==> src/rtl/stopwatch_adjust_unit.sv <==
// stopwatch_adjust_unit
// Preset, +/-1 second adjust and error-pattern select for the MM:SS BCD
// stopwatch. Produces a registered load word and strobe for the counter chain
// and the registered error-display selection.
// Build option: define STOPWATCH_ADJUST_WRAP_EN to make out-of-window adjust
// results wrap to the opposite bound instead of clamping to the near one.
module stopwatch_adjust_unit #(
   parameter logic [15:0] MIN_VALUE = 16'h1020,
   parameter logic [15:0] MAX_VALUE = 16'h4930,
   parameter logic [15:0] ERR_CODE0 = 16'hEEEE,
   parameter logic [15:0] ERR_CODE1 = 16'h5555
) (
   input  logic        clk_in,
   input  logic        RESET,
   input  logic        REVERSE,
   input  logic        ADD,
   input  logic        SUBTRACT,
   input  logic [15:0] PREV_Q,
   input  logic        ERROR_1,
   input  logic        ERROR_2,
   output logic [15:0] LOAD_VALUE,
   output logic        LOAD_EN,
   output logic        OUT_OF_RANGE,
   output logic        ERROR_INDEX,
   output logic        ERROR_ACTIVE,
   output logic [15:0] ERROR_CODE
);

   // +1 second in mixed radix {m10, m1, s10, s1}
   function automatic logic [15:0] bcd_inc(input logic [15:0] q);
      logic [3:0] m10, m1, s10, s1;
      m10 = q[15:12];
      m1  = q[11:8];
      s10 = q[7:4];
      s1  = q[3:0];
      if (s1 == 4'd9) begin
         s1 = 4'd0;
         if (s10 == 4'd5) begin
            s10 = 4'd0;
            if (m1 == 4'd9) begin
               m1  = 4'd0;
               m10 = m10 + 4'd1;
            end else begin
               m1 = m1 + 4'd1;
            end
         end else begin
            s10 = s10 + 4'd1;
         end
      end else begin
         s1 = s1 + 4'd1;
      end
      return {m10, m1, s10, s1};
   endfunction

   // -1 second in mixed radix {m10, m1, s10, s1}
   function automatic logic [15:0] bcd_dec(input logic [15:0] q);
      logic [3:0] m10, m1, s10, s1;
      m10 = q[15:12];
      m1  = q[11:8];
      s10 = q[7:4];
      s1  = q[3:0];
      if (s1 == 4'd0) begin
         s1 = 4'd9;
         if (s10 == 4'd0) begin
            s10 = 4'd5;
            if (m1 == 4'd0) begin
               m1  = 4'd9;
               m10 = m10 - 4'd1;
            end else begin
               m1 = m1 - 4'd1;
            end
         end else begin
            s10 = s10 - 4'd1;
         end
      end else begin
         s1 = s1 - 4'd1;
      end
      return {m10, m1, s10, s1};
   endfunction

   // Any digit outside its legal range (m10 1..4, m1 0..9, s10 0..5, s1 0..9)
   function automatic logic digit_illegal(input logic [15:0] q);
      return (q[15:12] < 4'd1) || (q[15:12] > 4'd4) ||
             (q[11:8] > 4'd9) || (q[7:4] > 4'd5) || (q[3:0] > 4'd9);
   endfunction

   logic        r_add_d;
   logic        r_sub_d;
   logic [15:0] r_load_value;
   logic        r_load_en;
   logic        r_out_of_range;
   logic        r_error_index;
   logic        r_error_active;
   logic [15:0] r_error_code;

   logic        w_add_p;
   logic        w_sub_p;
   logic        w_adjust;
   logic [15:0] w_step;
   logic        w_oor;
   logic        w_idx;
   logic [15:0] w_adj_value;
   logic [15:0] w_preset;
   logic        w_error_index;

   assign w_add_p       = ADD & ~r_add_d;
   assign w_sub_p       = SUBTRACT & ~r_sub_d;
   assign w_adjust      = w_add_p ^ w_sub_p;
   assign w_preset      = REVERSE ? MAX_VALUE : MIN_VALUE;
   assign w_error_index = ERROR_2 & ~ERROR_1;

   // Adjust result, window check and clamp/wrap selection for the adjust path
   always_comb begin
      w_step      = 16'h0000;
      w_oor       = 1'b0;
      w_idx       = 1'b0;
      w_adj_value = 16'h0000;
      if (w_add_p) begin
         w_step = bcd_inc(PREV_Q);
      end else begin
         w_step = bcd_dec(PREV_Q);
      end
      // With legal input digits the BCD word orders like its magnitude
      w_oor = digit_illegal(PREV_Q) || (w_step > MAX_VALUE) || (w_step < MIN_VALUE);
`ifdef STOPWATCH_ADJUST_WRAP_EN
      w_idx = ~ADD;
`else
      w_idx = ADD;
`endif
      if (w_oor) begin
         w_adj_value = w_idx ? MAX_VALUE : MIN_VALUE;
      end else begin
         w_adj_value = w_step;
      end
   end

   // Registered load word/strobe, edge history and error selection
   always_ff @(posedge clk_in) begin
      if (RESET) begin
         r_add_d        <= ADD;
         r_sub_d        <= SUBTRACT;
         r_load_en      <= 1'b1;
         r_load_value   <= w_preset;
         r_out_of_range <= 1'b0;
         r_error_index  <= 1'b0;
         r_error_active <= 1'b0;
         r_error_code   <= ERR_CODE0;
      end else begin
         r_add_d        <= ADD;
         r_sub_d        <= SUBTRACT;
         r_error_index  <= w_error_index;
         r_error_active <= ERROR_1 | ERROR_2;
         r_error_code   <= w_error_index ? ERR_CODE1 : ERR_CODE0;
         if (w_adjust) begin
            r_load_en      <= 1'b1;
            r_load_value   <= w_adj_value;
            r_out_of_range <= w_oor;
         end else begin
            r_load_en      <= 1'b0;
            r_load_value   <= r_load_value;
            r_out_of_range <= 1'b0;
         end
      end
   end

   assign LOAD_VALUE   = r_load_value;
   assign LOAD_EN      = r_load_en;
   assign OUT_OF_RANGE = r_out_of_range;
   assign ERROR_INDEX  = r_error_index;
   assign ERROR_ACTIVE = r_error_active;
   assign ERROR_CODE   = r_error_code;

endmodule

==> config.mk <==
export PLATFORM = sky130hd
export DESIGN_NAME = stopwatch_adjust_unit
export DESIGN_NICKNAME = d
export VERILOG_FILES = /design/src/rtl/stopwatch_adjust_unit.sv
export SDC_FILE = /design/constraint.sdc
export NUM_CORES = 1
export LEC_CHECK = 0
export ABC_AREA = 1
export CAP_MARGIN = 15
export CORE_ASPECT_RATIO = 0.7
export CORE_MARGIN = 4
export CORE_UTILIZATION = 44
export CTS_CLUSTER_SIZE = 30
export DETAILED_ROUTE_END_ITERATION = 7
export PLACE_DENSITY = 0.85
export SYNTH_ARGS = -nofsm -noshare
export SYNTH_HDL_FRONTEND = slang
export SYNTH_SLANG_ARGS = --single-unit
==> constraint.sdc <==
create_clock -name clk_in -period 2.3 [get_ports clk_in]
set_clock_uncertainty 0.15 [all_clocks]
set_input_delay 0.46 -clock clk_in [delete_from_list [all_inputs] [get_ports clk_in]]
set_output_delay 0.46 -clock clk_in [all_outputs]
set_load 0.01 [all_outputs]
==> results of run 1 <==
==> timing repair <==
item                                    4_1_cts  5_1_grt
cloned                                        1        0
endpoints found under the setup margin       15       15
resized for setup                            79       55
setup buffers                                11        9
pin swaps                                    33       31
hold buffers                                  0        0
==> Yosys cell counts, types with 2 or more instances <==
cell,n
edfxtp_1,16
o21ai_1,5
nand3_4,2
nand3_2,3
nand2_1,101
buf_2,4
nand4_1,10
conb_1,2
nor2_1,33
nor3_1,3
nor2_4,5
inv_2,7
dfxtp_1,7
o21ai_0,4
nand2_2,4
inv_1,24
a21oi_1,3
xor2_1,3
a21oi_2,4
ha_1,3
buf_4,15
nor2_2,10
nand2_4,3
nand3_1,26
==> worst max-delay path: stages <==
cell	delay, ns
clkdlybuf4s15_2	0.19
inv_2	0.05
nor2_4	0.20
buf_12	0.15
buf_16	0.11
buf_6	0.10
a21oi_2	0.03
o21ai_1	0.07
nand2_1	0.11
buf_4	0.17
nand2_1	0.07
inv_1	0.05
nand2_2	0.08
nand2_4	0.10
nand2_4	0.10
nand2_2	0.07
nor2_2	0.15
nor2_2	0.04
==> layer usage <==
| metal | global-route usage | wire, um | vias to the layer above |
|---|---|---|---|
| li1 | - | - | 1195 |
| met1 | 0.2542 | 2867 | 1185 |
| met2 | 0.3998 | 3726 | 160 |
| met3 | 0.04920 | 656 | 55 |
| met4 | 0.06870 | 406 | 0 |
| met5 | 0 | 0 | - |
==> power groups by stage <==
stage | Sequential (mW) | Clock [mW] | Combinational [mW]
after floorplan | 0.509 | 0 | 0.195
after global routing | 0.489 | 0.281 | 0.569
after detailed placement | 0.495 | 0 | 0.433
final | 0.486 | 0.264 | 0.534
after global placement | 0.493 | 0 | 0.424
after CTS | 0.485 | 0.255 | 0.467
==> sequential cells by signal (all words and copies together) (netlist names) <==
signal,cells
ERROR_CODE,2
LOAD_VALUE,16
r_add_d,1
OUT_OF_RANGE,1
LOAD_EN,1
r_sub_d,1
ERROR_ACTIVE,1
==> final cells by class <==
class / count / area [um2]
Clock buffer: 3 / 41.29
Clock inverter: 1 / 5.005
Fill cell: 288 / 958.4
Inverter: 31 / 123.9
Multi-Input combinational cell: 234 / 1465
Sequential cell: 23 / 620.6
Tap cell: 55 / 68.82
Timing Repair Buffer: 129 / 1146
==> how the worst max path moves through the flow <==
stage / startpoint / end / slack (ns) / cells after the start
4_1_cts: PREV_Q[13] / LOAD_VALUE[4] / 0.001 / 11
3_5_place_dp: PREV_Q[0] / LOAD_VALUE[12] / -0.77 / 17
3_3_place_gp: PREV_Q[1] / LOAD_VALUE[12] / -0.69 / 15
6_report: ADD / LOAD_VALUE[12] / -0.11 / 18
5_1_grt: PREV_Q[1] / LOAD_VALUE[11] / -0.21 / 17
2_1_floorplan: PREV_Q[5] / LOAD_VALUE[12] / -0.03 / 15
==> metrics by stage <==
| stage | setup WS, ns | hold WS [ns] | TNS, ns | cells | util |
|---|---|---|---|---|---|
| after floorplan | -0.02974 | 0.3377 | -0.02974 | 308 | - |
| after global placement | -0.6927 | 0.4052 | -9.577 | 451 | 0.6808 |
| after detailed placement | -0.7744 | 0.4192 | -10.57 | 451 | 0.6808 |
| after CTS | 0.001495 | 0.3860 | 0 | 467 | 0.7379 |
| after global routing | -0.2116 | 0.3863 | -2.579 | 476 | 0.7836 |
| final | -0.1125 | 0.3815 | -0.8904 | 476 | 0.7836 |
==> cell families (layout without fill, tap and decap cells) <==
| kind of cell | count (synthesis) | count (layout) | share of synthesized area |
|---|---|---|---|
| adder cells (fa/ha/maj) | 3 | 3 | 0.01817 |
| XOR/XNOR | 3 | 3 | 0.01272 |
| AO/OA/AOI/OAI | 20 | 20 | 0.06663 |
| other | 2 | 6 | 0.003636 |
| AND/OR/NAND/NOR | 202 | 202 | 0.4761 |
| buffers and inverters | 51 | 164 | 0.1224 |
| flip-flops | 23 | 23 | 0.3004 |
==> flow_metrics.py, run 1 <==
metrics = {
    "floorplan": {
        "initial_core_util": 0.4664,
        "die-area_mm2": 0.005872,
        "core_area_mm2": 0.004429,
        "die_h_um": 65.33,
        "die_w_um": 89.90,
        "io_pins": 59,
        "row_count": 20,
    },
    "critical_path": {
        "start_kind": "input port",
        "r2r_start": "r_add_d",
        "critical_path_class": "input port to flip-flop",
        "r2r_setup_slack_ns": -0.05,
        "cp-end-kind": "flip-flop",
        "reg2reg_to": "LOAD_VALUE[12]",
        "reg2regPathDepth": 16,
        "crit_fanout": 8,
        "required_ns": 2.19,
        "arrival_ns": 2.31,
    },
    "place": {
        "place_congestion": 0.9776,
        "dpl_cell_area_mm2": 0.003015,
        "io_buffers": 54,
        "dp_hpwl_um": 4379,
    },
    "flow_run": {
        "cap_violations": 0,
    },
    "pwr": {
        "intPower_uw": 850.2,
        "pwr-share-seq": 0.378,
        "leakagePower_nw": 1.650,
        "comb_power_share": 0.416,
        "pwr-share-clk": 0.205,
        "p_sw_frac": 0.3378,
        "finalPower_mw": 1.284,
        "netSwitchingPower_uw": 433.7,
        "power.density_mw_per_mm2": 369.9,
        "ir_worst_vdd_mv": 0.3555,
    },
    "clocking": {
        "clockBufferDepth": 2,
        "clk_pin_slew_ns": 0.08,
        "cts_buffers": 3,
        "cts_tree": "built",
        "insertion_delay_ns": 0.28,
        "ctsHtreeMaxLevel": 1,
        "cts_sinks": 23,
        "root_buffer": "clkbuf_8",
    },
    "route": {
        "drtPass1Iterations": 6,
        "drc_errors": 0,
        "drtAntennaViolNets": 0,
        "num_vias": 2595,
        "detail_route.wl_per_cell_um": 16.08,
        "vias_per_cell": 5.452,
        "routed_wl_um": 7656,
        "drt_iter0_markers": 164,
    },
    "global_route": {
        "grt-ovfl-total": 0,
        "grt_pass1_vias": 2320,
        "grt_start_max_net_pins": 17,
        "grt_usage": 0.2170,
        "antenna_found_initial": 0,
        "grt_pass1_wl_um": 10430,
    },
    "layout": {
        "drive_gt1_frac": 0.4299,
        "nets": 448,
        "stdcell_area_mm2": 0.003471,
        "area_growth_pct": 68.02,
        "final_cell_mix": "nand2_1 (92), buf_4 (68), clkdlybuf4s50_1 (38)",
        "diodes": 0,
        "final_common_cell": "nand2_1",
    },
    "synthesis": {
        "syn_inst": 304,
        "synth.largest_area_cell": "edfxtp_1",
        "ys_ff_latch": 23,
        "post_synth.cell_area_avg_um2": 6.795,
        "synth_edf_count": 16,
        "netlist.area_leader.share": 0.2326,
        "syn_area_mm2": 0.002066,
        "ys_top_cells_by_area": "edfxtp_1 (23%), nand2_1 (18%), dfxtp_1 (6.8%)",
        "synthArstFlopShare": 0,
        "synth_ff_type": "edfxtp_1",
        "ys_warn_count": 0,
        "ys_seq_area_frac": 0.3004,
        "synth_cell_types": 31,
    },
    "worst_hold_path": {
        "holdCritStartpoint": "ADD",
        "whs_endpoint": "r_add_d",
        "hold_class": "input port to flip-flop",
        "whs_path_depth": 2,
    },
    "outcome": {
        "violations": "negative setup slack",
        "run_status": "finished, violations left",
    },
    "sta": {
        "slew_viol_final": 0,
        "max_freq_mhz": 414.5,
        "rsz0062_at_grt": "yes",
        "setup_viol": 14,
        "fin_crit_ns": 2.412,
        "finalWorstSetupSlack_ns": -0.1125,
        "finalHoldViolations": 0,
        "fin_crit_sh": 1.049,
    },
}
(Power assumes the default switching activity.)
==> inputs of run 2 (changes only) <==
--- a/config.mk
+++ b/config.mk
@@ -12,7 +12,7 @@
 export CORE_UTILIZATION = 44
 export CTS_CLUSTER_SIZE = 30
 export DETAILED_ROUTE_END_ITERATION = 7
-export PLACE_DENSITY = 0.85
+export PLACE_DENSITY = 0.78
 export SYNTH_ARGS = -nofsm -noshare
 export SYNTH_HDL_FRONTEND = slang
 export SYNTH_SLANG_ARGS = --single-unit
==> run 2 against run 1 <==
Net effect: the flow still finishes with violations (negative setup slack); setup slack got worse by 0.034 ns; register-to-register slack gained 0.04 ns; total power increased by 3.6%; wire length grew 3.8%; sequential power barely moved; via count rose by 3.9%; hold slack lost 0.090 ns; largest cell class unchanged.
==> flow_metrics.py, run 2 (same netlist as run 1, synthesis figures left out) <==
metrics = {
    "layout": {
        "final_cell_mix": "nand2_1 (86), buf_4 (79), clkdlybuf4s50_1 (38)",
        "largest_register_ffs": 16,
        "area_growth_pct": 74.68,
        "final_common_cell": "nand2_1",
        "fillCellCount": 269,
        "multi_input_area_mm2": 0.001476,
        "diodes": 0,
        "nets": 466,
        "seq_area_um2": 620.6,
        "stdcell_area_mm2": 0.003608,
        "drive_gt1_frac": 0.4738,
    },
    "clocking": {
        "ctsHtreeMaxLevel": 1,
        "insertion_delay_ns": 0.27,
        "cts_sinks": 23,
        "cts_buffers": 3,
        "root_buffer": "clkbuf_8",
        "holdBufCountCts": 0,
        "cts_tree": "built",
        "clk_pin_slew_ns": 0.09,
        "clockBufferDepth": 2,
    },
    "floorplan": {
        "die_h_um": 65.33,
        "row_count": 20,
        "die-area_mm2": 0.005872,
        "die_w_um": 89.90,
        "core_area_mm2": 0.004429,
        "initial_core_util": 0.4664,
        "io_pins": 59,
    },
    "route": {
        "drc_errors": 0,
        "num_vias": 2695,
        "detail_route.wl_per_cell_um": 16.09,
        "drt_iter0_markers": 204,
        "routed_wl_um": 7947,
        "vias_per_cell": 5.455,
        "drtAntennaViolNets": 0,
        "drtPass1Iterations": 5,
    },
    "pwr": {
        "leakagePower_nw": 1.742,
        "power.density_mw_per_mm2": 368.5,
        "ir_worst_vdd_mv": 0.3640,
    },
    "sta": {
        "setup_viol": 13,
        "hold_slack_ns": 0.2910,
        "rsz0062_at_grt": "yes",
        "max_freq_mhz": 408.7,
        "fin_crit_sh": 1.064,
        "slew_viol_final": 0,
        "finalHoldViolations": 0,
        "fin_crit_ns": 2.447,
        "finalWorstSetupSlack_ns": -0.1470,
        "fin_setup_tns_ns": -1.326,
    },
    "outcome": {
        "run_status": "finished, violations left",
        "violations": "negative setup slack",
    },
    "critical_path": {
        "required_ns": 2.18,
        "start_kind": "input port",
        "slowest_stage": "nand4_1",
        "path_cells": "buf_8 -> nor2_4 -> buf_6 -> nand4_1 -> nor2_1 -> nor2_1 -> nor2_2 -> nor2_4 -> nor2_1 -> nand3_2 -> nand2_2 -> a21oi_4 -> buf_6 -> buf_6 -> nand4_1 -> nand3_2",
        "max_stage_delay_ns": 0.20,
        "crit_fanout": 6,
        "cp-end-kind": "flip-flop",
        "critical_path_class": "input port to flip-flop",
        "arrival_ns": 2.33,
    },
    "place": {
        "io_buffers": 54,
        "place_congestion": 0.9230,
        "dpl_cell_area_mm2": 0.003078,
        "dp_hpwl_um": 4797,
    },
    "global_route": {
        "grt_pass1_wl_um": 11560,
        "grt_pass1_vias": 2525,
        "grt_usage": 0.2386,
        "antenna_found_initial": 0,
        "grt-ovfl-total": 0,
        "grt_start_max_net_pins": 17,
    },
    "flow_run": {
        "cap_violations": 0,
    },
    "worst_hold_path": {
        "hold_class": "input port to flip-flop",
    },
}
[run 2: metal layers]
layer  vias up  GRT usage  wire length (um)
li1       1235          -                 -
met1      1240     0.2863              3153
met2       174     0.4466              3766
met3        46    0.05378               660
met4         0    0.04389               366
met5         -          0                 0
[run 2: final timing paths]
path | from | endpoint | slack (ns) | cells after the start
worst min-delay path | ADD | r_add_d | 0.29 | 2
worst max register to register | r_add_d | LOAD_VALUE[14] | -0.01 | 14
worst min register to register | r_sub_d | LOAD_EN | 0.54 | 5
worst max-delay path | PREV_Q[1] | LOAD_VALUE[14] | -0.15 | 16
[run 2: critical path, delay by kind of cell]
kind / cells / cell delay (ns)
AO/OA/AOI/OAI: 1 / 0.07
AND/OR/NAND/NOR: 11 / 1.31
buffers and inverters: 4 / 0.48
[run 2: through the flow]
step / power (mW) / util / std cells / setup WS [ns]
detailed placement: 0.9442 / 0.6949 / 461 / -0.9960
global route: 1.394 / 0.8147 / 494 / -0.2686
global placement: 0.9329 / 0.6949 / 461 / -0.8745
floorplan: 0.7039 / - / 308 / -0.02974
finish: 1.330 / 0.8147 / 494 / -0.1470
CTS: 1.247 / 0.7737 / 488 / 0.001800
[run 2: report_power, final]
part	internal (mW)	total [mW]	switching [mW]
Combinational	0.286	0.580	0.294
Clock	0.121	0.262	0.141
Sequential	0.475	0.487	0.0122
[run 2: area by class of cell]
class                      count  share of cell area
multi-input combinational    234              0.4092
timing repair buffer         147              0.3533
sequential                    23              0.1720
inverter                      31             0.03363
tap                           55             0.01907
clock buffer                   3             0.01144
clock inverter                 1            0.001387
[run 2: what timing repair did]
item / 4_1_cts / 5_1_grt
cloned: 1 / 0
endpoints found under the setup margin: 15 / 15
setup buffers: 22 / 6
pin swaps: 42 / 36
resized for setup: 105 / 52
endpoints found under the hold margin: 0 / 0
==> inputs of run 3 (changes only) <==
--- a/config.mk
+++ b/config.mk
@@ -6,7 +6,7 @@
 export NUM_CORES = 1
 export LEC_CHECK = 0
 export ABC_AREA = 1
-export CAP_MARGIN = 15
+export CAP_MARGIN = 20
 export CORE_ASPECT_RATIO = 0.7
 export CORE_MARGIN = 4
 export CORE_UTILIZATION = 44
==> results of run 3 <==
The final DEF is identical to that of run 2; final timing and power are the same.
==> edit 1, RTL diff (config.mk and constraints of run 2) <==
Put one more register stage on the output `ERROR_CODE`, without a reset. The value now appears one clock later. The other outputs are not delayed to match.
--- a/src/rtl/stopwatch_adjust_unit.sv
+++ b/src/rtl/stopwatch_adjust_unit.sv
@@ -169,5 +169,7 @@
    assign ERROR_INDEX  = r_error_index;
    assign ERROR_ACTIVE = r_error_active;
-   assign ERROR_CODE   = r_error_code;
+   always_ff @(posedge clk_in) begin
+      ERROR_CODE <= r_error_code;
+   end
 
 endmodule
Check against the original RTL: not equivalent (Yosys sat finds a counterexample within 4 cycles, from zero or initial values and one cycle with RESET high).
==> edit 1 against run 2 <==
  * The flow still finishes with violations (setup timing)
  * Count of clock-buffer cells in the layout stayed put
  * Sequential cell count is 2 higher
  * Worst setup slack better by 44 ps
  * Final area is 1.9% lower
  * Sequential power is 6.2% higher
  * Area after synthesis is 0.36% lower
  * Power is 1.8% lower
  * Combinational power is 8.4% lower
  * Sequential share of layout area is 1.5 points higher
  * Global-route usage is 3.6 points lower
  * Wire length is 11% lower
  * Final cell count is 0.40% lower
  * Critical path type unchanged
==> edit 1: results (changes against run 2) <==
[run_status]
outcome=finished with violations  ; unchanged
violations=setup timing  ; unchanged

[cells_and_area]
drive_gt1_share_pct=41.88  ; was 47.38%
final_net_count=464  ; was 466
fill_cells=276  ; was 269

[synthesis]
synth_fa_ha_area_share_pct=1.824  ; was 1.817%
synth_compound_area_share_pct=5.471  ; was 6.663%
synthXorXnorAreaFrac_pct=1.216  ; was 1.272%
syn_inst=306  ; was 304
synth_common_cells=nand2_1 (96), nor2_1 (35), nand3_1 (32)  ; was nand2_1 (101), nor2_1 (33), nand3_1 (26)

[grt]
grt_pass1_wl_um=9880  ; was 11,560 um
grt_pass1_vias=2166  ; was 2,525
grt_usage_pct=20.25  ; was 23.86%

[routing]
drtPass1Iterations=6  ; was 5
drt-total-wl_um=7085  ; was 7947 um
avgRoutedWirePerCell_um=14.40  ; was 16.09 um
wl_met3_um=418  ; was 660 um
vias=2524  ; was 2,695
first_iter_violations=174  ; was 204

[worst_hold_path]
min_to=ERROR_CODE[13]$_DFF_P_  ; was r_add_d$_DFF_P_
min_path_type=reg -> reg  ; was in -> reg

[setup_path]
crit_path_start=PREV_Q[3]  ; was PREV_Q[1]
reg2reg_depth=16  ; was 14
max_stage_delay_ps=260  ; was 200 ps
r2r_end=LOAD_VALUE[2]$_SDFFCE_PP0P_  ; was LOAD_VALUE[14]$_DFFE_PP_
worst_path_max_delay_cell=a21oi_4  ; was nand4_1
cp_max_fo=8  ; was 6

[sta]
setup_violations=14  ; was 13
hold_ws_ps=191.2  ; was 291.0 ps
fin_setup_tns_ps=-1088  ; was -1326 ps
worst_slack_ps=-103.3  ; was -147.0 ps

[placement]
dp_hpwl_um=4402  ; was 4797 um
place_congestion=0.8795  ; was 0.9230

## edit 1: metrics by stage
step,setup WS (ps),instance area [um2]
2_1_floorplan,-30.10,2112
3_5_place_dp,-791.5,3085
6_report,-103.3,3540
5_1_grt,-234.2,3540
4_1_cts,-28.10,3342
3_3_place_gp,-702.7,3085
## edit 1: per-layer routing
layer  global-route usage, %  vias up
met5                       0        -
met2                   35.30      120
met4                   6.310        0
met1                   27.05     1160
li1                        -     1222
met3                   1.716       22
## edit 1: report_power, final
group	internal [mW]	switching (mW)	total, mW
registers	0.508	0.00928	0.517
clock network	0.121	0.137	0.258
logic	0.263	0.268	0.531
## edit 1: repair_timing
item,in CTS,in global routing
pin swaps,29,39
buffers inserted,14,11
setup endpoints to repair,15,15
gates resized for setup,82,50
## edit 1: final cells by class
class | instances | area share, %
clock buffers | 3 | 1.166
clock inverters | 1 | 0.1414
inverters | 40 | 4.525
multi-input cells | 227 | 38.81
flip-flops and latches | 25 | 18.66
well taps | 55 | 1.944
repair buffers | 141 | 34.75
==> edit 2, RTL diff (flow settings as in run 2) <==
Made on the original files. Set the parameter `ERR_CODE1` to 16'h4000 (it was 16'h5555).
--- a/src/rtl/stopwatch_adjust_unit.sv
+++ b/src/rtl/stopwatch_adjust_unit.sv
@@ -9,5 +9,5 @@
    parameter logic [15:0] MAX_VALUE = 16'h4930,
    parameter logic [15:0] ERR_CODE0 = 16'hEEEE,
-   parameter logic [15:0] ERR_CODE1 = 16'h5555
+   parameter logic [15:0] ERR_CODE1 = 16'h4000
 ) (
    input  logic        clk_in,
Behaviour: not the same (a bounded check fails within 4 cycles, from zero or initial values and one cycle with RESET high).
==> edit 2 against run 2 <==
  * The flow still finishes with violations (setup timing)
  * Worst hold slack improved by 54 ps
  * Largest cell class unchanged
  * Area after synthesis decreased by 1.5%
  * Sequential cell count unchanged
  * Worst setup slack improved by 100 ps
  * Highest routed layer unchanged
  * Count of clock-buffer cells in the layout unchanged
  * Combinational power decreased by 16%
  * Final area decreased by 7.1%
  * Power decreased by 8.9%
  * Wire length decreased by 24%
==> edit 2: results (changes against run 2) <==
[sta]
hold_ws_ps=344.9  ; was 291.0 ps
setup_violations=4  ; was 13
worst_slack_ps=-42.52  ; was -147.0 ps

[setup_path]
max_stage_delay_ps=170  ; was 200 ps
crit_path_start=PREV_Q[3]  ; was PREV_Q[1]
cp.arrival_ps=2200  ; was 2330 ps
r2r_end=LOAD_VALUE[4]$_DFFE_PP_  ; was LOAD_VALUE[14]$_DFFE_PP_
worst_path_max_delay_cell=nor2_4  ; was nand4_1

[synthesis]
syn_inst=305  ; was 304
synthXorXnorAreaFrac_pct=1.229  ; was 1.272%
seq_area_frac_synth_pct=30.49  ; was 30.04%
synth_compound_area_share_pct=5.532  ; was 6.663%
synth_common_cells=nand2_1 (96), nor2_1 (34), nand3_1 (31)  ; was nand2_1 (101), nor2_1 (33), nand3_1 (26)

[placement]
place_congestion=0.9339  ; was 0.9230
dp_hpwl_um=4223  ; was 4797 um
dpl_worst_slack_ps=-764.9  ; was -996.0 ps
place_area_um2=2949  ; was 3078 um2
numPortBuffers=53  ; was 54

[grt]
met1_usage_pct=28.23  ; was 28.63%
use_met3_pct=1.144  ; was 5.378%
grt_pass1_wl_um=9294  ; was 11,560 um
grt_pass1_vias=2072  ; was 2,525
grt_usage_pct=19.75  ; was 23.86%

[power_and_ir_drop]
netSwitchingPower_uw=378.1  ; was 447.9 uW
power.combinational.total_uw=490  ; was 580 uW
comb_power_share_pct=40.4  ; was 43.6%

[run_status]
violations=setup timing  ; unchanged
outcome=finished with violations  ; unchanged

[routing]
vias_per_cell=4.899  ; was 5.455
wl_met1_um=2687  ; was 3153 um
avgRoutedWirePerCell_um=12.63  ; was 16.09 um
wl_met3_um=404  ; was 660 um

[cells_and_area]
final_net_count=449  ; was 466
final_cells=477  ; was 494
fill_cells=304  ; was 269

[clock_tree]
post_cts_buffers=16  ; was 22

edit 2: changes by cell type in the layout (fill, tap and decap cells not counted), sizes merged, moves of 3 or more:
cell and change:
buf -21, nor3 -3, inv +9, nand2 -4, clkbuf +3, nor2 -3
edit 2: worst max-delay path by stage:
stage	end	slack, ps	depth (start not counted)
finish	LOAD_VALUE[4]$_DFFE_PP_	-40	20
floorplan	LOAD_VALUE[11]$_DFFE_PP_	20	14
global placement	LOAD_VALUE[12]$_DFFE_PP_	-690	20
CTS	LOAD_VALUE[11]$_DFFE_PP_	-50	15
global route	LOAD_VALUE[4]$_DFFE_PP_	-190	17
detailed placement	LOAD_VALUE[11]$_DFFE_PP_	-760	14
edit 2: final cells by class:
| cell class | instances | area share, % |
|---|---|---|
| clock buffers | 3 | 1.232 |
| well taps | 55 | 2.054 |
| multi-input cells | 228 | 40.63 |
| flip-flops and latches | 23 | 18.52 |
| clock inverters | 1 | 0.1494 |
| repair buffers | 127 | 32.41 |
| inverters | 40 | 5.004 |
